--- config.mk ---
export PLATFORM = sky130hd
export DESIGN_NAME = imem_access_ctrl
export DESIGN_NICKNAME = d
export VERILOG_FILES = /design/src/rtl/imem_pkg.sv /design/src/rtl/imem_access_ctrl_rr_arbiter2.sv /design/src/rtl/imem_access_ctrl.sv
export SDC_FILE = /design/constraint.sdc
export NUM_CORES = 1
export LEC_CHECK = 0
export CORE_UTILIZATION = 65
export CTS_BUF_LIST = sky130_fd_sc_hd__clkbuf_4
export DETAILED_ROUTE_END_ITERATION = 12
export DONT_BUFFER_PORTS = 1
export HOLD_SLACK_MARGIN = 0.05
export PLACE_DENSITY = 0.81
export SYNTH_ARGS = -nofsm -noshare
export SYNTH_HDL_FRONTEND = slang
export SYNTH_SLANG_ARGS = --single-unit
--- constraint.sdc ---
create_clock -name clk -period 11.1 [get_ports clk]
set_input_delay 2.22 -clock clk [delete_from_list [all_inputs] [get_ports clk]]
set_output_delay 2.22 -clock clk [all_outputs]
set_load 0.02 [all_outputs]
--- src/rtl/imem_pkg.sv ---
// Shared types and constants for the byte-serialized instruction memory sequencer.
package imem_pkg;
  localparam int IMEM_ADDR_W    = 10;
  localparam int BYTES_PER_WORD = 4;

  typedef enum logic [1:0] {IDLE, RD, WR, DONE} imem_state_t;
  typedef enum logic {GNT_IF, GNT_LD} gnt_src_t;

  // Big-endian byte select: idx 0 is word[31:24], idx 3 is word[7:0].
  function automatic logic [7:0] word_byte(input logic [31:0] w, input logic [1:0] idx);
    logic [31:0] s;
    s = w << {idx, 3'b000};
    return s[31:24];
  endfunction
endpackage

--- src/rtl/imem_access_ctrl_rr_arbiter2.sv ---
// Two-requester round-robin arbiter; last_grant only moves when a grant is issued.
module rr_arbiter2
  import imem_pkg::*;
(
  input  logic     clk,
  input  logic     rst_n,
  input  logic     en,
  input  logic     req_if,
  input  logic     req_ld,
  output logic     gnt_valid,
  output gnt_src_t gnt_src
);
  gnt_src_t last_grant_q, last_grant_d;

  always_comb begin
    gnt_valid = en & (req_if | req_ld);
    gnt_src   = GNT_IF;
    if (req_if && req_ld)
      gnt_src = (last_grant_q == GNT_IF) ? GNT_LD : GNT_IF;
    else if (req_ld)
      gnt_src = GNT_LD;
    last_grant_d = gnt_valid ? gnt_src : last_grant_q;
  end

  // Starting at "fetch" hands the loader the first conflict after reset.
  always_ff @(posedge clk) begin
    if (!rst_n) last_grant_q <= GNT_IF;
    else        last_grant_q <= last_grant_d;
  end
endmodule

--- src/rtl/imem_access_ctrl.sv ---
// Arbitrates fetch reads and loader writes onto a single-port byte RAM,
// serializing each 32-bit big-endian word into four byte accesses.
module imem_access_ctrl
  import imem_pkg::*;
#(
  parameter int ADDR_W = IMEM_ADDR_W
) (
  input  logic              clk,
  input  logic              rst_n,
  input  logic              if_req,
  input  logic [31:0]       if_addr,
  output logic              if_done,
  output logic [31:0]       if_rdata,
  input  logic              ld_req,
  input  logic [31:0]       ld_addr,
  input  logic [31:0]       ld_wdata,
  output logic              ld_done,
  output logic [ADDR_W-1:0] mem_addr,
  output logic              mem_we,
  output logic [7:0]        mem_wdata,
  input  logic [7:0]        mem_rdata,
  output logic              busy
);
  imem_state_t       state_q, state_d;
  logic [2:0]        cnt_q, cnt_d;
  logic [ADDR_W-1:0] base_q, base_d;
  logic [31:0]       wdata_q, wdata_d;
  logic [23:0]       shift_q, shift_d;
  logic [31:0]       if_rdata_q, if_rdata_d;
  logic              if_done_q, if_done_d;
  logic              ld_done_q, ld_done_d;
  logic [ADDR_W-1:0] mem_addr_q, mem_addr_d;
  logic              mem_we_q, mem_we_d;
  logic [7:0]        mem_wdata_q, mem_wdata_d;
  logic [1:0]        off;
  logic              gnt_valid;
  gnt_src_t          gnt_src;

  logic unused_addr_bits;
  assign unused_addr_bits = ^{if_addr[31:ADDR_W], ld_addr[31:ADDR_W]};

  rr_arbiter2 u_arb (
    .clk      (clk),
    .rst_n    (rst_n),
    .en       (state_q == IDLE),
    .req_if   (if_req),
    .req_ld   (ld_req),
    .gnt_valid(gnt_valid),
    .gnt_src  (gnt_src)
  );

  always_comb begin
    state_d    = state_q;
    cnt_d      = cnt_q;
    base_d     = base_q;
    wdata_d    = wdata_q;
    shift_d    = shift_q;
    if_rdata_d = if_rdata_q;
    if_done_d  = 1'b0;
    ld_done_d  = 1'b0;
    unique case (state_q)
      IDLE: if (gnt_valid) begin
        cnt_d = 3'd0;
        if (gnt_src == GNT_IF) begin
          base_d  = if_addr[ADDR_W-1:0];
          state_d = RD;
        end else begin
          base_d  = ld_addr[ADDR_W-1:0];
          wdata_d = ld_wdata;
          state_d = WR;
        end
      end
      RD: begin
        // RAM data lags the address by one cycle, so byte cnt-1 lands here.
        if (cnt_q != 3'd0) shift_d = {shift_q[15:0], mem_rdata};
        if (cnt_q == 3'd4) begin
          if_rdata_d = {shift_q, mem_rdata};
          if_done_d  = 1'b1;
          state_d    = DONE;
        end else begin
          cnt_d = cnt_q + 3'd1;
        end
      end
      WR: begin
        if (cnt_q == 3'd3) begin
          ld_done_d = 1'b1;
          state_d   = DONE;
        end else begin
          cnt_d = cnt_q + 3'd1;
        end
      end
      DONE: state_d = IDLE;
      default: state_d = IDLE;
    endcase

    // Memory outputs are registered, so derive them from the next state.
    off         = (cnt_d == 3'd4) ? 2'd3 : cnt_d[1:0];
    mem_addr_d  = '0;
    mem_we_d    = 1'b0;
    mem_wdata_d = 8'h00;
    if (state_d == RD) begin
      mem_addr_d = base_d + ADDR_W'(off);
    end else if (state_d == WR) begin
      mem_addr_d  = base_d + ADDR_W'(off);
      mem_we_d    = 1'b1;
      mem_wdata_d = word_byte(wdata_d, off);
    end
  end

  always_ff @(posedge clk) begin
    if (!rst_n) begin
      state_q     <= IDLE;
      cnt_q       <= 3'd0;
      base_q      <= '0;
      wdata_q     <= 32'h0;
      shift_q     <= 24'h0;
      if_rdata_q  <= 32'h0;
      if_done_q   <= 1'b0;
      ld_done_q   <= 1'b0;
      mem_addr_q  <= '0;
      mem_we_q    <= 1'b0;
      mem_wdata_q <= 8'h00;
    end else begin
      state_q     <= state_d;
      cnt_q       <= cnt_d;
      base_q      <= base_d;
      wdata_q     <= wdata_d;
      shift_q     <= shift_d;
      if_rdata_q  <= if_rdata_d;
      if_done_q   <= if_done_d;
      ld_done_q   <= ld_done_d;
      mem_addr_q  <= mem_addr_d;
      mem_we_q    <= mem_we_d;
      mem_wdata_q <= mem_wdata_d;
    end
  end

  // Write enable is cut combinationally so a reset never commits the in-flight byte.
  assign mem_we    = mem_we_q & rst_n;
  assign mem_addr  = mem_addr_q;
  assign mem_wdata = mem_wdata_q;
  assign if_done   = if_done_q;
  assign ld_done   = ld_done_q;
  assign if_rdata  = if_rdata_q;
  assign busy      = (state_q != IDLE);
endmodule

# [Yosys cells after proc, flatten, opt, wreduce, memory -nomap -nowiden]
# Cells that the tools add are included.
[word_totals] output_inout_bits=54 register_bits=125 input_bits=108
[classes] n_reduce_logical=10 mux=24 add_sub_neg=2 bitwise_logic=5 n_shift=1 eq_ne=8
[ops] op="$mux W32" count=3
[ops] op="$mux W10" count=5
[ops] op="$shl A32 B5 Y32" count=1
[ops] op="$add A10 B2 Y10" count=1
[ops] op="$mux W2" count=5
[ops] op="$mux W3" count=3
[ops] op="$pmux W3 S3" count=1
[ops] op="$pmux W2 S4" count=1
[ops] op="$reduce_and A2 Y1" count=4
[ops] op="$eq A2 B2 Y1 const B" count=3
[ops] op="$eq A3 B3 Y1 const B" count=2
[ops] op="$mux W1" count=6
[ops] op="$eq A2 B1 Y1 const B" count=2
[ops] op="$add A3 B1 Y3 const B" count=1
[ops] op="$eq A3 B2 Y1 const B" count=1
[ops] op="$reduce_bool A3 Y1" count=1
[ops] op="$reduce_or A3 Y1" count=1
[ops] op="$and A1 B1 Y1" count=2
[ops] op="$logic_not A2 Y1" count=1
[ops] op="$not A1 Y1" count=2
[ops] op="$reduce_bool A2 Y1" count=1
[ops] op="$reduce_or A2 Y1" count=1
[ops] op="$logic_and A1 B1 Y1" count=1
[ops] op="$or A1 B1 Y1" count=1

# [Logic depth before layout (Yosys ltp)]
[logic_depth] ltp_word=9 ltp_mapped=15

# [Hierarchy]
# From an unflattened synthesis, not the netlist that was laid out.
[hier_totals] cells_unflattened=546 area_unflattened_um2=4978.5
[modules_own_cells] module="imem_access_ctrl" seq_area_each_um2=2482.4 cells_each=540 area_per_inst_um2=4921.0 instances=1
[modules_own_cells] module="rr_arbiter2" seq_area_each_um2=20.0 cells_each=6 area_per_inst_um2=57.6 instances=1

# [Least setup slack after synthesis]
# No wires, ideal clock.
[synth_path] kind="in2reg" from="in ld_req" to="reg mem_addr_q[9], in the netlist mem_addr[9]" path_stages=12 setup_time_ps=70 arrival_ps=4947 slack_ps=6083 required_time_ps=11030 path_cell_list="nor4_1 -> or4_1 -> a22oi_1 -> buf_4 -> buf_2 -> o21ai_0 -> ha_1 -> a21oi_1 -> or4_1 -> buf_2 -> or4_1 -> a21oi_1"
[synth_via] elab_chain_cells=9 word_cells_on_any_way=20 cone_classes="1 x add/sub; 3 x eq/ne; 13 x mux; 2 x bitwise; 1 x reduce/logical"
[synth_lines] item="start: declaration" line_no="imem_access_ctrl.sv:14" source="input logic ld_req,"
[synth_lines] item="$or A1 B1 Y1" line_no="imem_access_ctrl_rr_arbiter2.sv:16" source="gnt_valid = en & (req_if | req_ld);"
[synth_lines] item="$and A1 B1 Y1" line_no="imem_access_ctrl_rr_arbiter2.sv:16"
[synth_lines] item="$mux W3" line_no="imem_access_ctrl.sv:62" source="IDLE: if (gnt_valid) begin"
[synth_lines] item="$pmux W3 S3" line_no="imem_access_ctrl.sv:61" source="unique case (state_q)"
[synth_lines] item="$eq A3 B3 Y1" line_no="imem_access_ctrl.sv:97" source="off = (cnt_d == 3'd4) ? 2'd3 : cnt_d[1:0];"
[synth_lines] item="$mux W2" line_no="imem_access_ctrl.sv:97"
[synth_lines] item="$add A10 B2 Y10" line_no="imem_access_ctrl.sv:102, imem_access_ctrl.sv:104"
[synth_lines] item="$mux W10" line_no="imem_access_ctrl.sv:103" source="end else if (state_d == WR) begin"
[synth_lines] item="$mux W10 (*)" line_no="imem_access_ctrl.sv:101" source="if (state_d == RD) begin"
[synth_lines] item="end signal: assignment" line_no="imem_access_ctrl.sv:132" source="mem_addr_q <= mem_addr_d;"
[synth_lines] item="end: declaration" line_no="imem_access_ctrl.sv:32" source="logic [ADDR_W-1:0] mem_addr_q, mem_addr_d;"
# Mark *: on every way between the ends. The rest lies on a longest branch, timed or not.
# A chain may end at the register's enable or synchronous reset.

# [Worst setup path after layout]
# Same ends and word-level chain as after synthesis.

==> impl_metrics.ini <==
[routing]
drcViolationCount = 0
routed_wl_mm = 10.4
ant_nets = 0
drtIter0Drc = 260
num_vias = 4005
drt-pass1-iter-count = 5
wl_per_cell_um = 15.1
viasPerCell = 5.82

[yosys]
synth_edf_count = 0
synth-async-reset-ratio = 0
ys_ff_latch = 125
yosysUniqueCellTypes = 43
avgSynthCellArea_um2 = 8.32
yosysWarnings = 0
syn_nets = 704
ys_seq_area_frac = 0.511
synthesis.instances = 589
yosys_most_used_dff = dfxtp_1
synth.cell_area_mm2 = 0.00490

[global_routing]
grtUsageMet3 = 0.119
grt_pass1_vias = 3792
grt_usage = 0.277
use_met2 = 0.453
groute.layer.met1.usage = 0.321
grt_pass1_wl_mm = 16.4
top_usage_layer = met2
antenna_found_initial = 0
overflow = 0
grt_max_degree = 57

[worst_setup_path]
path_class = in2reg
crit_path_frequent_cell = or4_1
r2r_setup_slack_ns = 6.53
crit_chain = nor4_1 > or4_1 > a211oi_1 > nor2_1 > o21ai_0 > ha_1 > a21oi_1 > or4_1 > or4_1 > a21oi_1
cp-start-kind = input pin
worstSetupStartpoint = ld_req
cp_max_fo = 9
r2r_end = mem_addr[8]
reg2regPathDepth = 12
cp.depth = 10
crit_slowest_cell = or4_1
crit_required_ns = 11.54
crit_arrival_ns = 5.28
critical_path.max_stage_delay_ns = 0.53
crit_family = simple AND/OR/NAND/NOR gates
cp_num_buf_inv = 0
worstSetupEndpointType = flop
endpoint = mem_addr[9]
r2r-start = cnt_q[0]

[sta]
hold_viol = 0
slew_headroom = 0.236
period_needed_ns = 4.84
fmax_mhz = 207
worstMarginPinSlew_ns = 1.14
skew_ns = 0.0229
fin_tns_setup_ns = 0
drv_slew = 0
final.period_utilization = 0.436
setup_ws_ns = 6.26
finalSetupViolCount = 0
rsz0062_at_grt = false

[floorplanning]
ioPinCount = 162
start_util = 0.676
core_area_mm2 = 0.00725
row_count = 31
design.die.area_mm2 = 0.00789
die_h_um = 88.8
die_x_um = 88.8

[clock_network]
htreeDepth = 4
cts_setup_buffers = 0
clockBufferDepth = 2
post_cts_resized = 0
cts-root-buf = clkbuf_4
cts_tree = yes
hold_buffers = 0
clk_latency_ns = 0.51
clock_sinks = 125
cts_buffers = 17
clk_pin_slew_ns = 0.12

[final_layout]
syn2layout_area_growth_pct = 6.28
layout_commonest_cell = nand2_1
final_core_util = 0.718
n_antenna_cell = 0
final_nets = 692
multi_input_area_mm2 = 0.00220
regArea_mm2 = 0.00250
nFillCells = 612
final_cell_mix = 166 x nand2_1, 125 x dfxtp_1, 79 x a21oi_1
final_area_mm2 = 0.00521
layout-drive-gt1-share = 0.0696

[placed_design]
gp_congestion = 0.842
dp_slack_ns = 5.77
dp_hpwl_mm = 7.05
post_dp_cell_area_mm2 = 0.00492
io_buffers = 0

[pwr]
p_leak_nw = 2.02
powerDensity_mw_per_mm2 = 172
irDropWorstVdd_mv = 0.106

[run_status]
status = finished clean

[flow_run]
cap_violations = 0

[hold_path]
hold_class = reg2reg
## cell usage after synthesis (2+ instances only)
master	count	area share
a222oi_1	7	0.014
inv_1	12	0.0092
xnor2_1	4	0.0071
nand2b_1	4	0.0051
clkbuf_1	31	0.024
and3_1	2	0.0026
a21oi_1	80	0.082
ha_1	6	0.015
or3_1	9	0.011
buf_2	3	0.0031
nand2_1	166	0.13
and2_1	10	0.013
nand3_1	8	0.0082
buf_4	3	0.0046
o21bai_1	2	0.0031
a22oi_1	12	0.018
o21a_1	2	0.0031
o21ai_0	5	0.0051
nor2_1	36	0.028
nor3_1	6	0.0061
o31ai_1	2	0.0031
dfxtp_1	125	0.51
or4_1	4	0.0061
mux2i_1	24	0.049
a31oi_1	8	0.010
## tightest hold or removal path, cell delays in order, from the launching register on
cell and delay [ns]:
dfxtp_1 0.33, nand2_1 0.06, a21oi_1 0.05
## state kept, by name, indices dropped and copies added (netlist names), 2 cells and up
name / cells
if_rdata: 32
wdata_q: 32
shift_q: 24
base_q: 10
mem_addr: 10
mem_wdata: 8
cnt_q: 3
state_q: 2
## per-stage QoR
stage          power (mW)  hold WS [ns]  std cells
2_1_floorplan       0.571         0.432        589
3_3_place_gp        0.587         0.445        657
3_5_place_dp        0.592         0.450        657
4_1_cts             0.904         0.459        688
5_1_grt             0.936         0.485        688
6_report            0.898         0.451        688
## kinds of logic after synthesis
family          after synthesis  share of synthesized area
buf+inv                      50                     0.0414
simple gates                251                      0.216
fa+ha+maj                     7                     0.0194
mux                          24                     0.0490
compound gates              127                      0.154
xor+xnor                      5                    0.00894
flops                       125                      0.511
## worst min path at each step
stage | startpoint | endpoint | slack, ns | cells past startpoint
finish | shift_q[19] | if_rdata[27] | 0.45 | 2
global route | shift_q[19] | if_rdata[27] | 0.48 | 2
CTS | shift_q[13] | shift_q[21] | 0.46 | 2
detailed placement | shift_q[16] | shift_q[16] | 0.45 | 2
global placement | shift_q[18] | shift_q[18] | 0.45 | 2
floorplan | shift_q[16] | if_rdata[24] | 0.43 | 2
## final cells by class
class / count / share of cell area
multi-input combinational: 414 / 0.422
sequential: 125 / 0.481
inverter: 12 / 0.00865
timing repair buffer: 7 / 0.0101
clock inverter: 13 / 0.0288
tap: 99 / 0.0238
clock buffer: 18 / 0.0259
## report_power, final
part / internal, mW / switching (mW)
Sequential: 0.468 / 0.0151
Clock: 0.155 / 0.161
Combinational: 0.0354 / 0.0635
## routing by layer
metal,vias up,part of all wire
li1,1973,-
met5,-,0
met4,0,0.012
met3,22,0.096
met1,1844,0.42
met2,166,0.47
(Power assumes the default switching activity.)
==> RTL change 1: new RTL, same settings <==
Change the package constant `IMEM_ADDR_W` from 10 to 9.
--- a/src/rtl/imem_pkg.sv
+++ b/src/rtl/imem_pkg.sv
@@ -1,6 +1,6 @@
 // Shared types and constants for the byte-serialized instruction memory sequencer.
 package imem_pkg;
-  localparam int IMEM_ADDR_W    = 10;
+  localparam int IMEM_ADDR_W    = 9;
   localparam int BYTES_PER_WORD = 4;
 
   typedef enum logic [1:0] {IDLE, RD, WR, DONE} imem_state_t;
Interface: changed (resized mem_addr); port bits go from 162 to 161. The function was not compared with the original's and may differ.
==> RTL change 1 against the original RTL <==
- worst setup slack improved by 0.14 ns
- wire length decreased by 1.6%
- sequential cell count decreased by 2
- clock power increased by 12%
- synthesized area increased by 4.2%
- design area increased by 4.6%
- fmax increased by 2.9%
- total power increased by 7.1%
- highest routed layer unchanged
==> RTL change 1: results <==
group,metric,value,unit
global_route,grt_pass1_vias,3689,
cells_and_area,nMultiInputCombCells,391,
cells_and_area,clk_share,0.0607,
cells_and_area,fillers,583,
drt,firstDrtPassIters,4,
logic_synthesis,ys_top_cells_by_area,"dfxtp_1 (48%), nand2_1 (9.0%), a21boi_0 (8.7%), mux2i_1 (6.3%), nor2b_1 (4.5%)",
placement,dp.cells,631,
placement,hpwl,6800,um
critical_path,reg2reg_depth,14,
logic_synthesis,ys_seq_area_frac,0.482,
cells_and_area,layout.nets,666,
run_status,status,"finished, final reports clean",
cells_and_area,buffers,3,
critical_path,crit_path_max_incr_delay,0.24,ns
logic_synthesis,netlist_top_cells_count,"dfxtp_1 (123), nand2_1 (122), a21boi_0 (59), nor2b_1 (37), mux2i_1 (32)",
drt,via_per_inst,5.68,
placement,gp_congestion,0.800,
critical_path,crit_start,"rst_n",
critical_path,reg2reg_slack,7.60,ns
logic_synthesis,netlist_instances,560,
cells_and_area,fin_util,0.735,
global_route,grt_first_pass_wirelength,17200,um
timing,fin_hold_ws,0.466,ns
pwr,vdd_ir_drop_max,0.110,mV
placement,pre_cts_ws,6.43,ns
drt,drt_wl_total,10200,um
drt,drt-initial-drc-count,140,
logic_synthesis,synth.net_count,675,
cells_and_area,drive_above_1_share,0.0904,
cells_and_area,ff_latch_area,2460,um^2
cells_and_area,syn_to_final_growth,6.67,%
timing,min_period,4.70,ns
clock_network,clock-sinks,123,
global_route,grt_util_all_layers,0.264,
timing,skew,0.0163,ns
critical_path,critPathSlowestCell,"and2_1",
## RTL change 1: routing by layer
layer,global-route usage,vias to the layer above,routed length [um]
li1,-,1883,-
met1,0.297,1758,4260
met2,0.453,109,5170
met3,0.0968,13,649
met4,0.101,0,129
met5,0,-,0
## RTL change 1: logic make-up (layout without fill, tap and decap cells)
kind of cell	after synthesis	after routing	share of synthesized area
AOI/OAI and AO/OA	120	120	0.176
xor gates and xnor gates	4	4	0.00686
adders and majority gates	7	7	0.0186
buffers and inverters	46	50	0.0390
DFF	123	123	0.482
muxes	32	32	0.0627
and+or+nand+nor	228	228	0.214
## RTL change 1: power groups by stage
| stage | registers [uW] | clock network, uW | logic [uW] |
|---|---|---|---|
| after detailed placement | 495 | 0 | 123 |
| after global placement | 494 | 0 | 119 |
| after floorplan | 489 | 0 | 109 |
| final | 485 | 354 | 124 |
| after CTS | 485 | 361 | 124 |
| after global routing | 488 | 379 | 138 |
==> RTL change 2: new RTL, config.mk and constraints unchanged <==
Made on the original files. Put a register stage on the outputs `mem_we` and `busy`, without a reset. The values now appear one clock later. The other outputs are not delayed to match.
--- a/src/rtl/imem_access_ctrl.sv
+++ b/src/rtl/imem_access_ctrl.sv
@@ -136,12 +136,14 @@
   end
 
   // Write enable is cut combinationally so a reset never commits the in-flight byte.
-  assign mem_we    = mem_we_q & rst_n;
   assign mem_addr  = mem_addr_q;
   assign mem_wdata = mem_wdata_q;
   assign if_done   = if_done_q;
   assign ld_done   = ld_done_q;
   assign if_rdata  = if_rdata_q;
-  assign busy      = (state_q != IDLE);
+  always_ff @(posedge clk) begin
+    mem_we <= mem_we_q & rst_n;
+    busy   <= (state_q != IDLE);
+  end
 endmodule
 
Check against the original RTL: not equivalent (a bounded check fails within 4 cycles, from zero or initial values and one cycle with rst_n low).
==> RTL change 2 against the original RTL <==
- design area grew 0.99%
- total power increased by 0.81%
- wire length up 3.2%
- worst setup slack better by 0.022 ns
- cell count is 0.58% higher
- utilization is 0.32 points higher
- via count down 0.52%
- sequential cell count rose by 2
- fmax rose by 0.45%
- register-to-register slack better by 0.61 ns
- synthesized area increased by 0.82%
- highest routed layer unchanged
==> RTL change 2: results <==
group,metric,value,unit
run_status,status,"finished, final reports clean",
cells_and_area,seq_area_frac,0.483,
timing,fin_hold_ws,0.458,ns
timing,skew,0.0126,ns
placement,hpwl,7220,um
drt,drt_wl_total,10700,um
critical_path,reg2reg_depth,12,
hold_path,min_from,"mem_we_q",
logic_synthesis,synth_xor_xnor_area_share,0.00887,
cells_and_area,nMultiInputCombCells,414,
placement,placed_area,4970,um^2
cells_and_area,clk_share,0.0547,
pwr,power,905,uW
drt,drt-initial-drc-count,248,
cells_and_area,buffer_area_frac,0.0114,
critical_path,reg2reg_slack,7.14,ns
critical_path,arrival,5.24,ns
logic_synthesis,netlist_top_cells_count,"nand2_1 (166), dfxtp_1 (127), a21oi_1 (80), nor2_1 (36), clkbuf_1 (31)",
drt,vias,3984,
drt,firstDrtPassIters,6,
pwr,p_sw_frac,0.284,
logic_synthesis,synth.net_count,706,
global_route,grt_max_degree,85,
hold_path,worstHoldPathCells,1,
cells_and_area,buffers,8,
cells_and_area,syn_to_final_growth,6.46,%
logic_synthesis,ys_seq_area_frac,0.515,
pwr,seqPwrFrac,0.544,
global_route,grt_pass1_vias,3763,
logic_synthesis,synthAdderAreaFrac,0.0193,
pwr,p_leak,0.00203,uW
cells_and_area,drive_above_1_share,0.0742,
global_route,grt_first_pass_wirelength,16900,um
cells_and_area,layout.nets,695,
logic_synthesis,ys_top_cells_by_area,"dfxtp_1 (51%), nand2_1 (13%), a21oi_1 (8.1%), mux2i_1 (4.9%), nor2_1 (2.7%)",
cells_and_area,fillers,621,
timing,worst-slew-pin-transition,1.02,ns
clock_network,worstSkewPairLatency,0.49,ns
## RTL change 2: cell types whose count changed in the layout (fill, tap and decap cells not counted), sizes merged
cell	change
inv	+4
clkinv	-3
clkinvlp	+2
dfxtp	+2
clkbuf	-1
bufinv	-1
buf	+1
## RTL change 2: layer usage
metal / vias to the layer above / GRT usage / part of all wire
li1: 1973 / - / -
met1: 1814 / 0.331 / 0.42
met2: 180 / 0.471 / 0.49
met3: 17 / 0.0822 / 0.084
met4: 0 / 0.117 / 0.012
met5: - / 0 / 0
## RTL change 2: through the flow
stage | setup WS (ns) | std cells
6_report | 6.28 | 692
5_1_grt | 6.06 | 692
2_1_floorplan | 6.08 | 591
4_1_cts | 6.31 | 692
3_5_place_dp | 5.79 | 660
3_3_place_gp | 5.89 | 660
## RTL change 2: critical path, stage by stage
cell and delay (ns):
nor4_1 0.39, or4_1 0.26, a211oi_1 0.08, nor2_1 0.49
o21ai_0 0.22, ha_1 0.32, a21oi_1 0.07, or4_1 0.52
or4_1 0.51, a21oi_1 0.16
